**src/rtl/pong_pkg.sv**
```systemverilog
// Screen geometry and the scanner state encoding used by the pong display path.
package pong_pkg;
    localparam int unsigned SCREEN_W = 240;
    localparam int unsigned SCREEN_H = 320;
    localparam int unsigned X_W      = 8;
    localparam int unsigned Y_W      = 9;
    localparam int unsigned RGB_W    = 16;

    typedef enum logic [1:0] {
        StIdle,
        StIssue,
        StWait,
        StWrite
    } scan_state_e;
endpackage

```
**src/rtl/xy_raster_counter.sv**
```systemverilog
// Raster x/y counter: x fastest, wraps to the next line at WIDTH-1 and back to the
// origin after the last pixel of the frame.
module xy_raster_counter
    import pong_pkg::*;
#(
    parameter int unsigned WIDTH  = SCREEN_W,
    parameter int unsigned HEIGHT = SCREEN_H
) (
    input  logic           i_clock,
    input  logic           i_reset_n,
    input  logic           i_clear,
    input  logic           i_advance,
    output logic [X_W-1:0] o_x,
    output logic [Y_W-1:0] o_y,
    output logic           o_last
);
    localparam logic [X_W-1:0] X_MAX = X_W'(WIDTH - 1);
    localparam logic [Y_W-1:0] Y_MAX = Y_W'(HEIGHT - 1);

    logic [X_W-1:0] r_x;
    logic [Y_W-1:0] r_y;
    logic           w_x_end;

    assign w_x_end = (r_x == X_MAX);
    assign o_last  = w_x_end && (r_y == Y_MAX);
    assign o_x     = r_x;
    assign o_y     = r_y;

    always_ff @(posedge i_clock) begin
        if (!i_reset_n || i_clear || (i_advance && o_last)) begin
            r_x <= '0;
            r_y <= '0;
        end else if (i_advance) begin
            if (w_x_end) begin
                r_x <= '0;
                r_y <= r_y + 1'b1;
            end else begin
                r_x <= r_x + 1'b1;
            end
        end
    end
endmodule

```
**src/rtl/frame_scanner.sv**
```systemverilog
// Raster sequencer: walks every screen coordinate through the pixel shader, waits out its
// latency, then writes the captured colour to the LCD with a write/ready handshake.
module frame_scanner
    import pong_pkg::*;
#(
    parameter int unsigned WIDTH       = SCREEN_W,
    parameter int unsigned HEIGHT      = SCREEN_H,
    parameter int unsigned GFX_LATENCY = 1
) (
    input  logic             i_clock,
    input  logic             i_reset_n,
    input  logic             i_frame_start,
    output logic [X_W-1:0]   o_pixel_x,
    output logic [Y_W-1:0]   o_pixel_y,
    input  logic [RGB_W-1:0] i_pixel_rgb,
    output logic [X_W-1:0]   o_lcd_x,
    output logic [Y_W-1:0]   o_lcd_y,
    output logic [RGB_W-1:0] o_lcd_data,
    output logic             o_lcd_write,
    input  logic             i_lcd_ready,
    output logic             o_busy,
    output logic             o_frame_done,
    output logic             o_frame_missed
);
    // WAIT counts down from GFX_LATENCY-1 to 0, giving exactly GFX_LATENCY cycles.
    localparam logic [2:0] WAIT_LOAD = (GFX_LATENCY == 0) ? 3'd0 : 3'(GFX_LATENCY - 1);

    scan_state_e      r_state;
    scan_state_e      w_state_next;
    logic [2:0]       r_wait_cnt;
    logic [X_W-1:0]   r_lcd_x;
    logic [Y_W-1:0]   r_lcd_y;
    logic [RGB_W-1:0] r_lcd_data;
    logic             r_frame_done;
    logic             r_frame_missed;
    logic [X_W-1:0]   w_x;
    logic [Y_W-1:0]   w_y;
    logic             w_last;
    logic             w_clear;
    logic             w_accept;
    logic             w_capture;

    xy_raster_counter #(
        .WIDTH  (WIDTH),
        .HEIGHT (HEIGHT)
    ) u_xy (
        .i_clock   (i_clock),
        .i_reset_n (i_reset_n),
        .i_clear   (w_clear),
        .i_advance (w_accept),
        .o_x       (w_x),
        .o_y       (w_y),
        .o_last    (w_last)
    );

    always_comb begin
        w_state_next = r_state;
        w_clear      = 1'b0;
        w_accept     = 1'b0;
        w_capture    = 1'b0;
        unique case (r_state)
            StIdle: begin
                if (i_frame_start) begin
                    w_clear      = 1'b1;
                    w_state_next = StIssue;
                end
            end
            StIssue: begin
                if (GFX_LATENCY == 0) begin
                    w_capture    = 1'b1;
                    w_state_next = StWrite;
                end else begin
                    w_state_next = StWait;
                end
            end
            StWait: begin
                if (r_wait_cnt == 3'd0) begin
                    w_capture    = 1'b1;
                    w_state_next = StWrite;
                end
            end
            StWrite: begin
                if (i_lcd_ready) begin
                    w_accept     = 1'b1;
                    w_state_next = w_last ? StIdle : StIssue;
                end
            end
            default: w_state_next = StIdle;
        endcase
    end

    always_ff @(posedge i_clock) begin
        if (!i_reset_n) begin
            r_state        <= StIdle;
            r_wait_cnt     <= 3'd0;
            r_lcd_x        <= '0;
            r_lcd_y        <= '0;
            r_lcd_data     <= '0;
            r_frame_done   <= 1'b0;
            r_frame_missed <= 1'b0;
        end else begin
            r_state <= w_state_next;
            if (r_state == StIssue) begin
                r_wait_cnt <= WAIT_LOAD;
            end else if ((r_state == StWait) && (r_wait_cnt != 3'd0)) begin
                r_wait_cnt <= r_wait_cnt - 1'b1;
            end
            if (w_capture) begin
                r_lcd_x    <= w_x;
                r_lcd_y    <= w_y;
                r_lcd_data <= i_pixel_rgb;
            end
            r_frame_done   <= w_accept && w_last;
            r_frame_missed <= i_frame_start && (r_state != StIdle);
        end
    end

    assign o_pixel_x      = w_x;
    assign o_pixel_y      = w_y;
    assign o_lcd_x        = r_lcd_x;
    assign o_lcd_y        = r_lcd_y;
    assign o_lcd_data     = r_lcd_data;
    assign o_lcd_write    = (r_state == StWrite);
    assign o_busy         = (r_state != StIdle);
    assign o_frame_done   = r_frame_done;
    assign o_frame_missed = r_frame_missed;
endmodule

```
**config.mk**
```make
export PLATFORM = sky130hd
export DESIGN_NAME = frame_scanner
export DESIGN_NICKNAME = d
export VERILOG_FILES = /design/src/rtl/pong_pkg.sv /design/src/rtl/xy_raster_counter.sv /design/src/rtl/frame_scanner.sv
export SDC_FILE = /design/constraint.sdc
export NUM_CORES = 1
export LEC_CHECK = 0
export BUFFER_PORTS_ARGS = -buffer_cell sky130_fd_sc_hd__buf_2
export CAP_MARGIN = 20
export CELL_PAD_IN_SITES_DETAIL_PLACEMENT = 0
export CELL_PAD_IN_SITES_GLOBAL_PLACEMENT = 1
export CORE_ASPECT_RATIO = 0.8
export CORE_MARGIN = 2
export CORE_UTILIZATION = 28
export CTS_BUF_LIST = sky130_fd_sc_hd__clkbuf_2 sky130_fd_sc_hd__clkbuf_4 sky130_fd_sc_hd__clkbuf_8
export CTS_CLUSTER_SIZE = 25
export DETAILED_ROUTE_END_ITERATION = 10
export PLACE_DENSITY = 0.63
export SYNTH_ARGS = -nofsm -noshare
export SYNTH_HDL_FRONTEND = slang
export SYNTH_SLANG_ARGS = --single-unit
```
**constraint.sdc**
```tcl
create_clock -name i_clock -period 4.23 [get_ports i_clock]
set_input_delay 0.423 -clock i_clock [delete_from_list [all_inputs] [get_ports i_clock]]
set_output_delay 0.423 -clock i_clock [all_outputs]
set_load 0.01 [all_outputs]
```
==> out/metrics.json, run 1 <==
{
  "outcome": {"value": "completed"},
  "fin_util": {"value": 0.380},
  "post_route_cells_drive_above_1_share": {"value": 0.277},
  "hold-path-cell-count": {"value": 3},
  "worst-endpoint-required": {"value": 4.48, "unit": "ns"},
  "grt_first_pass_wirelength": {"value": 10100, "unit": "µm"},
  "fraction_of_synthesis_flops_using_an_asynchronous_set_or_reset_pin": {"value": 0},
  "sinks_on_the_clock_net": {"value": 57},
  "worst_ir_drop_vdd": {"value": 163, "unit": "µV"},
  "final_period_minus_worst_setup_slack": {"value": 1.88, "unit": "ns"},
  "viasPerCell": {"value": 4.58},
  "timing.final.crit_share": {"value": 0.444},
  "antenna_cells_inserted": {"value": 0},
  "gr-usage-met3": {"value": 0.0579},
  "clock_skews": {"value": 0.00793, "unit": "ns"},
  "h-tree-depth": {"value": 3},
  "power_density": {"value": 477, "unit": "nW/µm²"},
  "timing.hold.worst_endpoint": {"value": "o_lcd_data[5]"},
  "r2r_end": {"value": "u_xy.o_y[7]"},
  "layout-area-overhead-vs-synth": {"value": 29.3, "unit": "%"},
  "grt.met2_usage": {"value": 0.212},
  "total_leakage_power": {"value": 1.28, "unit": "nW"},
  "fp.dieW": {"value": 107, "unit": "µm"},
  "drc": {"value": 0},
  "via_count": {"value": 2150},
  "critical_path_arrival": {"value": 2.13, "unit": "ns"},
  "synthDominantAreaCellType": {"value": "sky130_fd_sc_hd__dfxtp_1"},
  "ctsLongestPathBuffers": {"value": 2},
  "track_usage": {"value": 0.141},
  "core": {"value": 8060, "unit": "µm²"},
  "dp_hpwl": {"value": 4250, "unit": "µm"},
  "synth_most_common_cell": {"value": "sky130_fd_sc_hd__nand2_1"},
  "worst-setup-path-type": {"value": "reg2reg"},
  "power": {"value": 1.46, "unit": "mW"},
  "yosys.cell_types.count": {"value": 38},
  "placement.io_buffers": {"value": 73},
  "design.die.area": {"value": 9210, "unit": "µm²"},
  "clock_tree.root_cell": {"value": "sky130_fd_sc_hd__clkbuf_8"},
  "intPower": {"value": 998, "unit": "µW"},
  "cts_bufs_inserted": {"value": 9},
  "synth-seq-area-share": {"value": 0.482},
  "pin_count": {"value": 74},
  "gp_routability_congestion": {"value": 0.749},
  "yosys_most_used_dff": {"value": "sky130_fd_sc_hd__dfxtp_1"},
  "net_load_switching_power": {"value": 463, "unit": "µW"},
  "netlist_top_cells_area": {"value": "sky130_fd_sc_hd__dfxtp_1, sky130_fd_sc_hd__nand2_1, sky130_fd_sc_hd__a21oi_1"},
  "timing.max_slew.rel_slack": {"value": 0.539},
  "postRouteAntennaNets": {"value": 0},
  "syn_inst": {"value": 282},
  "seqPwrFrac": {"value": 0.414},
  "post_synth_instance_area": {"value": 2370, "unit": "µm²"},
  "synth_enable_flop_cells": {"value": 0},
  "grt_setup_unrepaired": {"value": "false"},
  "setup-violations-final": {"value": 0},
  "synthTopCellsByCount": {"value": "sky130_fd_sc_hd__nand2_1, sky130_fd_sc_hd__dfxtp_1, sky130_fd_sc_hd__a21oi_1"},
  "post_cts_resize_count": {"value": 0},
  "hold_start": {"value": "i_pixel_rgb[5]"},
  "clock_tree_from_tritoncts": {"value": "built"},
  "post_synth.cell_area_avg": {"value": 8.39, "unit": "µm²"},
  "critical_path.max_fanout": {"value": 8},
  "grtUsageMet1": {"value": 0.183},
  "die-height": {"value": 86.2, "unit": "µm"},
  "grt_start_max_net_pins": {"value": 34},
  "postCtsSetupRepairBufs": {"value": 0},
  "via_count_of_the_first_global_routing_pass": {"value": 2068},
  "startpoint_type": {"value": "flip-flop"},
  "p_sw_frac": {"value": 0.317},
  "wl_per_cell": {"value": 13.1, "unit": "µm"},
  "final_layout_setup_total_negative_slack": {"value": 0, "unit": "ns"},
  "p_comb_frac": {"value": 0.237},
  "max-cap-violations": {"value": 0},
  "clkTransAtPathRegs": {"value": 0.06, "unit": "ns"},
  "ys_seq_elements": {"value": 57},
  "setup.worst_path.end_class": {"value": "flip-flop"},
  "r2r_setup_slack": {"value": 2.35, "unit": "ns"},
  "synth_top_area_share": {"value": 0.482},
  "synth.net_count": {"value": 311},
  "clk-insertion-delay-late": {"value": 0.33, "unit": "ns"},
  "floorplan.initialDensity": {"value": 0.294},
  "cts_hold_buffers": {"value": 0},
  "totalWireLength": {"value": 6130, "unit": "µm"},
  "drtPass1Iterations": {"value": 4},
  "number_of_antenna_violations_at_the_first_check_in_global_routing": {"value": 0},
  "finalMaxSlewViolations": {"value": 0},
  "drt_iter0_markers": {"value": 76},
  "max_freq": {"value": 532, "unit": "MHz"},
  "final_hold_viol_count": {"value": 0},
  "timing_worst_slew_pin_value": {"value": 0.692, "unit": "ns"},
  "rows": {"value": 29},
  "timing.reg2reg.worst_path_depth": {"value": 5},
  "pwr-share-clk": {"value": 0.349},
  "hp-class": {"value": "in2reg"},
  "global_route.peak_usage_layer": {"value": "met2"},
  "synthesis.yosys.warnings": {"value": 0},
  "grt_overflow": {"value": 0},
  "critical_path.reg2reg.startpoint": {"value": "r_state[1]"},
  "nets": {"value": 386}
}
-- how the worst max path moves through the flow --
stage               start           to  cells after the start
6_report       r_state[1]  u_xy.o_y[7]                      5
3_3_place_gp    i_reset_n   r_state[0]                      3
2_1_floorplan  r_state[1]  u_xy.o_y[7]                      6
5_1_grt        r_state[0]  u_xy.o_y[3]                      6
4_1_cts        r_state[0]  u_xy.o_y[3]                      6
3_5_place_dp   r_state[0]  u_xy.o_y[0]                      6
-- flip-flops by register name, indices dropped and copies added (netlist names) --
signal,count
o_frame_missed,1
r_wait_cnt,3
o_lcd_x,8
u_xy.o_y,9
r_state,2
u_xy.o_x,8
o_lcd_y,9
o_lcd_data,16
o_frame_done,1
-- kinds of logic after synthesis --
group | count (synthesis) | synth area share
and+or+nand+nor | 129 | 0.262
DFF | 57 | 0.482
AOI/OAI and AO/OA | 52 | 0.122
buffers and inverters | 21 | 0.0338
xor gates and xnor gates | 12 | 0.0444
adders and majority gates | 9 | 0.0476
muxes | 2 | 0.00846
-- routing by layer --
layer  wire length [µm]  part of all wire
met5                  0                 0
met4                 79             0.013
met3                347             0.057
met2               2660              0.43
met1               3040              0.50
-- layout make-up --
cell class | count | area [µm²]
well taps | 108 | 135
inverters | 10 | 37.5
clock buffers | 12 | 159
repair buffers | 75 | 400
fillers | 891 | 4990
clock inverters | 3 | 40.0
multi-input cells | 204 | 1150
flip-flops and latches | 57 | 1140
-- power by group through the flow --
stage / clock network (mW) / logic (mW) / registers [mW]
final: 0.510 / 0.346 / 0.605
after global routing: 0.552 / 0.393 / 0.611
after CTS: 0.528 / 0.349 / 0.606
after detailed placement: 0 / 0.349 / 0.618
after global placement: 0 / 0.342 / 0.616
after floorplan: 0 / 0.212 / 0.631
-- metrics by stage --
stage / instance area, µm² / setup slack (ns) / std cells / hold WS [ns]
6_report: 3060 / 2.35 / 469 / 0.328
5_1_grt: 3060 / 2.12 / 469 / 0.319
4_1_cts: 3060 / 2.34 / 469 / 0.313
3_5_place_dp: 2860 / 2.36 / 454 / 0.445
3_3_place_gp: 2830 / 2.20 / 453 / 0.441
2_1_floorplan: 2370 / 2.46 / 282 / 0.471
-- worst max-delay path, stage by stage, from the launching register on --
cell                      delay [ns]
sky130_fd_sc_hd__dfxtp_1        0.39
sky130_fd_sc_hd__ha_1           0.38
sky130_fd_sc_hd__and2_2         0.30
sky130_fd_sc_hd__nand3_4        0.09
sky130_fd_sc_hd__or4_1          0.50
sky130_fd_sc_hd__a21oi_1        0.14
-- cells in the final DEF (no fill, tap or decap), types with 7 or more instances in the layout --
cell type                  count
sky130_fd_sc_hd__nand4_1       7
sky130_fd_sc_hd__buf_2        73
sky130_fd_sc_hd__xnor2_1       8
sky130_fd_sc_hd__nand2_1      75
sky130_fd_sc_hd__nand3_1       7
sky130_fd_sc_hd__ha_1          9
sky130_fd_sc_hd__nor2_1       14
sky130_fd_sc_hd__clkbuf_8     11
sky130_fd_sc_hd__a21oi_1      40
sky130_fd_sc_hd__dfxtp_1      57
sky130_fd_sc_hd__inv_1         9
No activity file was read; power rests on OpenSTA's default activity.
==> inputs of run 2 (changes only) <==
==> constraint.sdc (replaced) <==
create_clock -name i_clock -period 1.8 [get_ports i_clock]
set_input_delay 0.18 -clock i_clock [delete_from_list [all_inputs] [get_ports i_clock]]
set_output_delay 0.18 -clock i_clock [all_outputs]
set_load 0.01 [all_outputs]
==> run 2 against run 1 <==
Net effect: first-iteration DRC count up 1.3%; sequential power grew 130%; clock power grew 100%; critical path type unchanged; largest power group unchanged; highest routed layer unchanged.
==> out/metrics.json, run 2 (synthesized netlist as in run 1, its figures left out) <==
{
  "gp_routability_congestion": {"value": 0.802, "change": "+7.0%"},
  "multi_input_area": {"value": 1150, "unit": "µm²", "change": "+0.44%"},
  "nFillCells": {"value": 855, "change": "-4.0%"},
  "die-height": {"value": 86.2, "unit": "µm", "change": "unchanged"},
  "core": {"value": 8060, "unit": "µm²", "change": "unchanged"},
  "critical_path.max_fanout": {"value": 7, "change": "-1"},
  "design.die.area": {"value": 9210, "unit": "µm²", "change": "unchanged"},
  "cts_bufs_inserted": {"value": 9, "change": "unchanged"},
  "totalWireLength": {"value": 6290, "unit": "µm", "change": "+2.7%"},
  "sinks_on_the_clock_net": {"value": 57, "change": "unchanged"},
  "clock_tree_from_tritoncts": {"value": "built"},
  "wl_per_cell": {"value": 12.8, "unit": "µm", "change": "-1.7%"},
  "power": {"value": 3.40, "unit": "mW", "change": "+130%"},
  "setup.worst_path.end_class": {"value": "flip-flop"},
  "post_route_cells_drive_above_1_share": {"value": 0.327, "change": "+0.0502"},
  "fp.dieW": {"value": 107, "unit": "µm", "change": "unchanged"},
  "rows": {"value": 29, "change": "unchanged"},
  "grt_start_max_net_pins": {"value": 34, "change": "unchanged"},
  "setup-violations-final": {"value": 0, "change": "unchanged"},
  "final_hold_viol_count": {"value": 0, "change": "unchanged"},
  "grt_first_pass_wirelength": {"value": 10400, "unit": "µm", "change": "+2.7%"},
  "antenna_cells_inserted": {"value": 0, "change": "unchanged"},
  "nets": {"value": 406, "change": "+5.2%"},
  "outcome": {"value": "completed"},
  "floorplan.initialDensity": {"value": 0.294, "change": "unchanged"},
  "worst-endpoint-required": {"value": 2.01, "unit": "ns", "change": "-2.47 ns"},
  "track_usage": {"value": 0.143, "change": "+0.00201"},
  "final_period_minus_worst_setup_slack": {"value": 1.66, "unit": "ns", "change": "-0.216 ns"},
  "postRouteAntennaNets": {"value": 0, "change": "unchanged"},
  "max_reg_flops": {"value": 16, "change": "unchanged"},
  "grt_setup_unrepaired": {"value": "false"},
  "timing.final.crit_share": {"value": 0.924, "change": "+0.480"},
  "placement.io_buffers": {"value": 73, "change": "unchanged"},
  "dp_hpwl": {"value": 4590, "unit": "µm", "change": "+8.1%"},
  "ctsLongestPathBuffers": {"value": 2, "change": "unchanged"},
  "via_count": {"value": 2214, "change": "+3.0%"},
  "clock_skews": {"value": 0.00835, "unit": "ns", "change": "+0.000415 ns"},
  "viasPerCell": {"value": 4.52, "change": "-1.4%"},
  "critical_path_arrival": {"value": 1.87, "unit": "ns", "change": "-0.26 ns"},
  "layout_commonest_cell": {"value": "sky130_fd_sc_hd__nand2_1"},
  "via_count_of_the_first_global_routing_pass": {"value": 2099, "change": "+1.5%"},
  "worst_ir_drop_vdd": {"value": 552, "unit": "µV", "change": "+240%"},
  "worst-setup-path-type": {"value": "reg2reg"},
  "hp-class": {"value": "in2reg"},
  "drtPass1Iterations": {"value": 4, "change": "unchanged"},
  "clk-insertion-delay-late": {"value": 0.33, "unit": "ns", "change": "about the same"},
  "max_freq": {"value": 601, "unit": "MHz", "change": "+13%"},
  "max-cap-violations": {"value": 0, "change": "unchanged"},
  "seq_area": {"value": 1140, "unit": "µm²", "change": "+0.11%"},
  "number_of_antenna_violations_at_the_first_check_in_global_routing": {"value": 0, "change": "unchanged"},
  "finalMaxSlewViolations": {"value": 0, "change": "unchanged"},
  "fin_util": {"value": 0.396, "change": "+0.0160"},
  "cts_hold_buffers": {"value": 0, "change": "unchanged"},
  "timing_worst_slew_pin_value": {"value": 0.447, "unit": "ns", "change": "-0.244 ns"},
  "total_leakage_power": {"value": 1.37, "unit": "nW", "change": "+7.1%"},
  "power_density": {"value": 1070, "unit": "nW/µm²", "change": "+120%"},
  "final_cell_mix": {"value": "sky130_fd_sc_hd__nand2_1, sky130_fd_sc_hd__buf_2, sky130_fd_sc_hd__dfxtp_1, sky130_fd_sc_hd__a21oi_1, sky130_fd_sc_hd__buf_4"},
  "final_layout_setup_total_negative_slack": {"value": 0, "unit": "ns", "change": "unchanged"},
  "drc": {"value": 0, "change": "unchanged"},
  "pin_count": {"value": 74, "change": "unchanged"},
  "clkTransAtPathRegs": {"value": 0.07, "unit": "ns", "change": "about the same"},
  "grt_overflow": {"value": 0, "change": "unchanged"},
  "startpoint_type": {"value": "flip-flop"},
  "layout-area-overhead-vs-synth": {"value": 34.8, "unit": "%"},
  "drt_iter0_markers": {"value": 77, "change": "+1.3%"},
  "holdWs": {"value": 0.0777, "unit": "ns", "change": "-0.251 ns"},
  "clock_tree.root_cell": {"value": "sky130_fd_sc_hd__clkbuf_8"},
  "timing.max_slew.rel_slack": {"value": 0.702, "change": "+0.163"},
  "h-tree-depth": {"value": 3, "change": "unchanged"}
}
==> run 2: cell count changes in the layout (fill, tap and decap cells not counted), sizes merged <==
cell	previous run	this run
buf	75	95
bufinv	1	0
clkinv	3	5
==> run 2: worst max-delay path, cell delays in order (launching register included) <==
cell	delay (ns)
sky130_fd_sc_hd__dfxtp_1	0.30
sky130_fd_sc_hd__inv_1	0.10
sky130_fd_sc_hd__ha_1	0.18
sky130_fd_sc_hd__nand2b_2	0.11
sky130_fd_sc_hd__a222oi_1	0.41
sky130_fd_sc_hd__buf_4	0.19
sky130_fd_sc_hd__mux2i_1	0.19
sky130_fd_sc_hd__nor2_1	0.05
==> run 2: per-stage QoR <==
stage                     area (µm²)  instances  setup slack (ns)
after floorplan                 2370        282            0.0284
after global placement          3010        473             0.153
after detailed placement        3010        473            0.0584
after CTS                       3180        489            0.0238
after global routing            3190        490           0.00250
final                           3190        490             0.137
==> run 2: path summary, 6_finish.rpt <==
path | start | to | slack, ns | cells past startpoint
max | r_wait_cnt[0] | r_state[1] | 0.14 | 7
min | i_pixel_rgb[14] | o_lcd_data[14] | 0.08 | 3
max reg2reg | r_wait_cnt[0] | r_state[1] | 0.14 | 7
min reg2reg | o_lcd_data[10] | o_lcd_data[10] | 0.45 | 2
==> run 2: power breakdown <==
part / internal, mW / switching (mW)
clock network: 0.536 / 0.490
logic: 0.378 / 0.573
registers: 1.37 / 0.0574
total: 2.28 / 1.12
==> run 2: what timing repair did <==
item                                    4_1_cts  5_1_grt
setup buffers                                 0        1
gates resized for setup                       0        4
endpoints found under the setup margin        0        2
==> run 2: cell type report <==
cell class,count,area share
inverter,10,0.0118
sequential,57,0.358
clock inverter,4,0.00628
timing repair buffer,95,0.174
multi-input combinational,204,0.361
clock buffer,12,0.0459
tap,108,0.0424
==> run 2: metal layers <==
| metal | global-route usage | wire length (µm) | up-vias |
|---|---|---|---|
| li1 | - | - | 1143 |
| met1 | 0.191 | 3080 | 1016 |
| met2 | 0.213 | 2750 | 49 |
| met3 | 0.0556 | 391 | 6 |
| met4 | 0.0460 | 73 | 0 |
| met5 | 0 | 0 | - |
==> inputs of run 3 (changes only) <==
--- a/config.mk
+++ b/config.mk
@@ -9,7 +9,7 @@
 export CAP_MARGIN = 20
 export CELL_PAD_IN_SITES_DETAIL_PLACEMENT = 0
 export CELL_PAD_IN_SITES_GLOBAL_PLACEMENT = 1
-export CORE_ASPECT_RATIO = 0.8
+export CORE_ASPECT_RATIO = 0.6
 export CORE_MARGIN = 2
 export CORE_UTILIZATION = 28
 export CTS_BUF_LIST = sky130_fd_sc_hd__clkbuf_2 sky130_fd_sc_hd__clkbuf_4 sky130_fd_sc_hd__clkbuf_8
==> run 3 against run 2 <==
Net effect: design area up 0.20%; flip-flop and latch count is the same; global-route usage rose by 0.29 points; largest power group unchanged.
==> out/metrics.json, run 3 (synthesized netlist as in run 1, its figures left out) <==
{
  "clock_skews": {"value": 0.00913, "unit": "ns", "change": "+0.000784 ns"},
  "rows": {"value": 25, "change": "-14%"},
  "placement.io_buffers": {"value": 73, "change": "unchanged"},
  "postRouteAntennaNets": {"value": 0, "change": "unchanged"},
  "fin_util": {"value": 0.398, "change": "+0.00158"},
  "drtPass1Iterations": {"value": 4, "change": "unchanged"},
  "gp_routability_congestion": {"value": 0.775, "change": "-3.3%"},
  "max_freq": {"value": 574, "unit": "MHz", "change": "-4.6%"},
  "critical_path.reg2reg.startpoint": {"value": "r_state[0]"},
  "layout-area-overhead-vs-synth": {"value": 35.1, "unit": "%"},
  "stdcell_area": {"value": 3200, "unit": "µm²", "change": "+0.20%"},
  "clock_tree.root_cell": {"value": "sky130_fd_sc_hd__clkbuf_8"},
  "worst-endpoint-required": {"value": 2.01, "unit": "ns", "change": "about the same"},
  "timing.reg2reg.worst_path_depth": {"value": 6, "change": "-1"},
  "drc": {"value": 0, "change": "unchanged"},
  "number_of_antenna_violations_at_the_first_check_in_global_routing": {"value": 0, "change": "unchanged"},
  "outcome": {"value": "completed"},
  "post_dp_cell_area": {"value": 2980, "unit": "µm²", "change": "-1.0%"},
  "cp.buffers_inverters": {"value": 2, "change": "unchanged"},
  "wl_per_cell": {"value": 13.1, "unit": "µm", "change": "+2.4%"},
  "setup.worst_path.end_class": {"value": "flip-flop"},
  "worst-setup-path-type": {"value": "reg2reg"},
  "pre_cts_ws": {"value": 0.0621, "unit": "ns", "change": "+0.00371 ns"},
  "timing.final.crit_share": {"value": 0.968, "change": "+0.0446"},
  "h-tree-depth": {"value": 3, "change": "unchanged"},
  "crit_path_cell_chain": {"value": "inv_1 -> ha_1 -> a222oi_1 -> buf_4 -> mux2i_1 -> nor2_1"},
  "r2r_end": {"value": "r_state[1]"},
  "cts_hold_buffers": {"value": 0, "change": "unchanged"},
  "critical_path_arrival": {"value": 1.95, "unit": "ns", "change": "+0.08 ns"},
  "post_route_cells_drive_above_1_share": {"value": 0.316, "change": "-0.0116"},
  "finalWorstSetupSlack": {"value": 0.0569, "unit": "ns", "change": "-0.0803 ns"},
  "critPathTopFamily": {"value": "compound AO/OA/AOI/OAI gates"},
  "grt_first_pass_wirelength": {"value": 10100, "unit": "µm", "change": "-2.3%"},
  "clock_tree_from_tritoncts": {"value": "built"},
  "total_leakage_power": {"value": 1.36, "unit": "nW", "change": "-0.88%"},
  "via_count_of_the_first_global_routing_pass": {"value": 2052, "change": "-2.2%"},
  "totalWireLength": {"value": 6370, "unit": "µm", "change": "+1.3%"},
  "max-cap-violations": {"value": 0, "change": "unchanged"},
  "critical_path.max_stage_delay": {"value": 0.46, "unit": "ns", "change": "+0.05 ns"},
  "cts_bufs_inserted": {"value": 9, "change": "unchanged"},
  "viasPerCell": {"value": 4.56, "change": "+0.94%"},
  "worst_ir_drop_vdd": {"value": 406, "unit": "µV", "change": "-26%"},
  "design.die.area": {"value": 9230, "unit": "µm²", "change": "+0.21%"},
  "clkTransAtPathRegs": {"value": 0.06, "unit": "ns", "change": "about the same"},
  "finalMaxSlewViolations": {"value": 0, "change": "unchanged"},
  "r2r_setup_slack": {"value": 0.06, "unit": "ns", "change": "-0.08 ns"},
  "die-height": {"value": 75.2, "unit": "µm", "change": "-13%"},
  "power_density": {"value": 1110, "unit": "nW/µm²", "change": "+4.5%"},
  "track_usage": {"value": 0.146, "change": "+0.00288"},
  "startpoint_type": {"value": "flip-flop"},
  "timing_worst_slew_pin_value": {"value": 0.453, "unit": "ns", "change": "+0.00600 ns"},
  "holdWs": {"value": 0.0815, "unit": "ns", "change": "+0.00383 ns"},
  "fp.dieW": {"value": 123, "unit": "µm", "change": "+15%"},
  "timing.critical_path.slowest_stage_cell": {"value": "sky130_fd_sc_hd__a222oi_1"},
  "nets": {"value": 402, "change": "-0.99%"},
  "startpoint": {"value": "r_state[0]"},
  "dp_hpwl": {"value": 4620, "unit": "µm", "change": "+0.66%"},
  "critical_path.max_fanout": {"value": 5, "change": "-2"},
  "multi_input_area": {"value": 1160, "unit": "µm²", "change": "+0.43%"},
  "drt_iter0_markers": {"value": 93, "change": "+21%"},
  "grt_overflow": {"value": 0, "change": "unchanged"},
  "antenna_cells_inserted": {"value": 0, "change": "unchanged"},
  "hp-class": {"value": "in2reg"},
  "pin_count": {"value": 74, "change": "unchanged"},
  "final_layout_setup_total_negative_slack": {"value": 0, "unit": "ns", "change": "unchanged"},
  "setup-violations-final": {"value": 0, "change": "unchanged"},
  "ctsLongestPathBuffers": {"value": 2, "change": "unchanged"},
  "grt_setup_unrepaired": {"value": "true"},
  "via_count": {"value": 2212, "change": "-0.090%"},
  "clk-insertion-delay-late": {"value": 0.33, "unit": "ns", "change": "about the same"},
  "seq_area": {"value": 1140, "unit": "µm²", "change": "-0.11%"},
  "timing.max_slew.rel_slack": {"value": 0.696, "change": "-0.00587"},
  "nFillCells": {"value": 849, "change": "-0.70%"},
  "max_reg_flops": {"value": 16, "change": "unchanged"},
  "sinks_on_the_clock_net": {"value": 57, "change": "unchanged"},
  "floorplan.initialDensity": {"value": 0.294, "change": "+0.000594"},
  "final_hold_viol_count": {"value": 0, "change": "unchanged"},
  "core": {"value": 8040, "unit": "µm²", "change": "-0.20%"},
  "final_period_minus_worst_setup_slack": {"value": 1.74, "unit": "ns", "change": "+0.0803 ns"},
  "grt_start_max_net_pins": {"value": 26, "change": "-24%"},
  "worstSetupPathDepth": {"value": 6, "change": "-1"},
  "worstSetupEndpoint": {"value": "r_state[1]"},
  "final_cell_mix": {"value": "sky130_fd_sc_hd__nand2_1, sky130_fd_sc_hd__buf_2, sky130_fd_sc_hd__dfxtp_1, sky130_fd_sc_hd__a21oi_1, sky130_fd_sc_hd__buf_4"},
  "layout_commonest_cell": {"value": "sky130_fd_sc_hd__nand2_1"}
}
## run 3: how the worst min path moves through the flow
stage | from | cells past startpoint | end | slack, ns
final | i_pixel_rgb[4] | 3 | o_lcd_data[4] | 0.08
after floorplan | i_pixel_rgb[0] | 2 | o_lcd_data[0] | 0.32
after CTS | i_pixel_rgb[3] | 3 | o_lcd_data[3] | 0.06
after global routing | i_pixel_rgb[3] | 3 | o_lcd_data[3] | 0.06
after global placement | i_pixel_rgb[10] | 3 | o_lcd_data[10] | 0.42
after detailed placement | i_pixel_rgb[10] | 3 | o_lcd_data[10] | 0.43
## run 3: worst reg2reg max path, stage by stage, from the launching register on
cell	delay [ns]
sky130_fd_sc_hd__dfxtp_1	0.37
sky130_fd_sc_hd__inv_1	0.12
sky130_fd_sc_hd__ha_1	0.25
sky130_fd_sc_hd__a222oi_1	0.46
sky130_fd_sc_hd__buf_4	0.20
sky130_fd_sc_hd__mux2i_1	0.18
sky130_fd_sc_hd__nor2_1	0.05
## run 3: area by class of cell
cell class	instances	area share
inverters	10	0.0117
clock buffers	12	0.0497
multi-input cells	204	0.362
clock inverters	3	0.0125
repair buffers	91	0.164
well taps	108	0.0423
flip-flops and latches	57	0.357
## run 3: power breakdown
group / internal [mW] / switching [mW] / total [mW] / leakage [nW]
sequential: 1.36 / 0.0598 / 1.42 / 0.460
clock: 0.717 / 0.475 / 1.19 / 0.106
combinational: 0.362 / 0.584 / 0.946 / 0.793
## run 3: through the flow
stage	total power [mW]	std cells
2_1_floorplan	1.98	282
3_3_place_gp	2.36	469
3_5_place_dp	2.38	469
4_1_cts	3.59	484
5_1_grt	3.81	485
6_report	3.56	485
## run 3: timing repair
item                       in CTS  in global routing
setup endpoints to repair       0                 10
setup buffers                   0                  1
gates resized for setup         0                  4
## run 3: metal layers
metal | track usage | up-vias | part of all wire
met1 | 0.197 | 1023 | 0.52
met4 | 0.0460 | 0 | 0.0030
met5 | 0 | - | 0
met2 | 0.212 | 50 | 0.42
li1 | - | 1137 | -
met3 | 0.0614 | 2 | 0.053
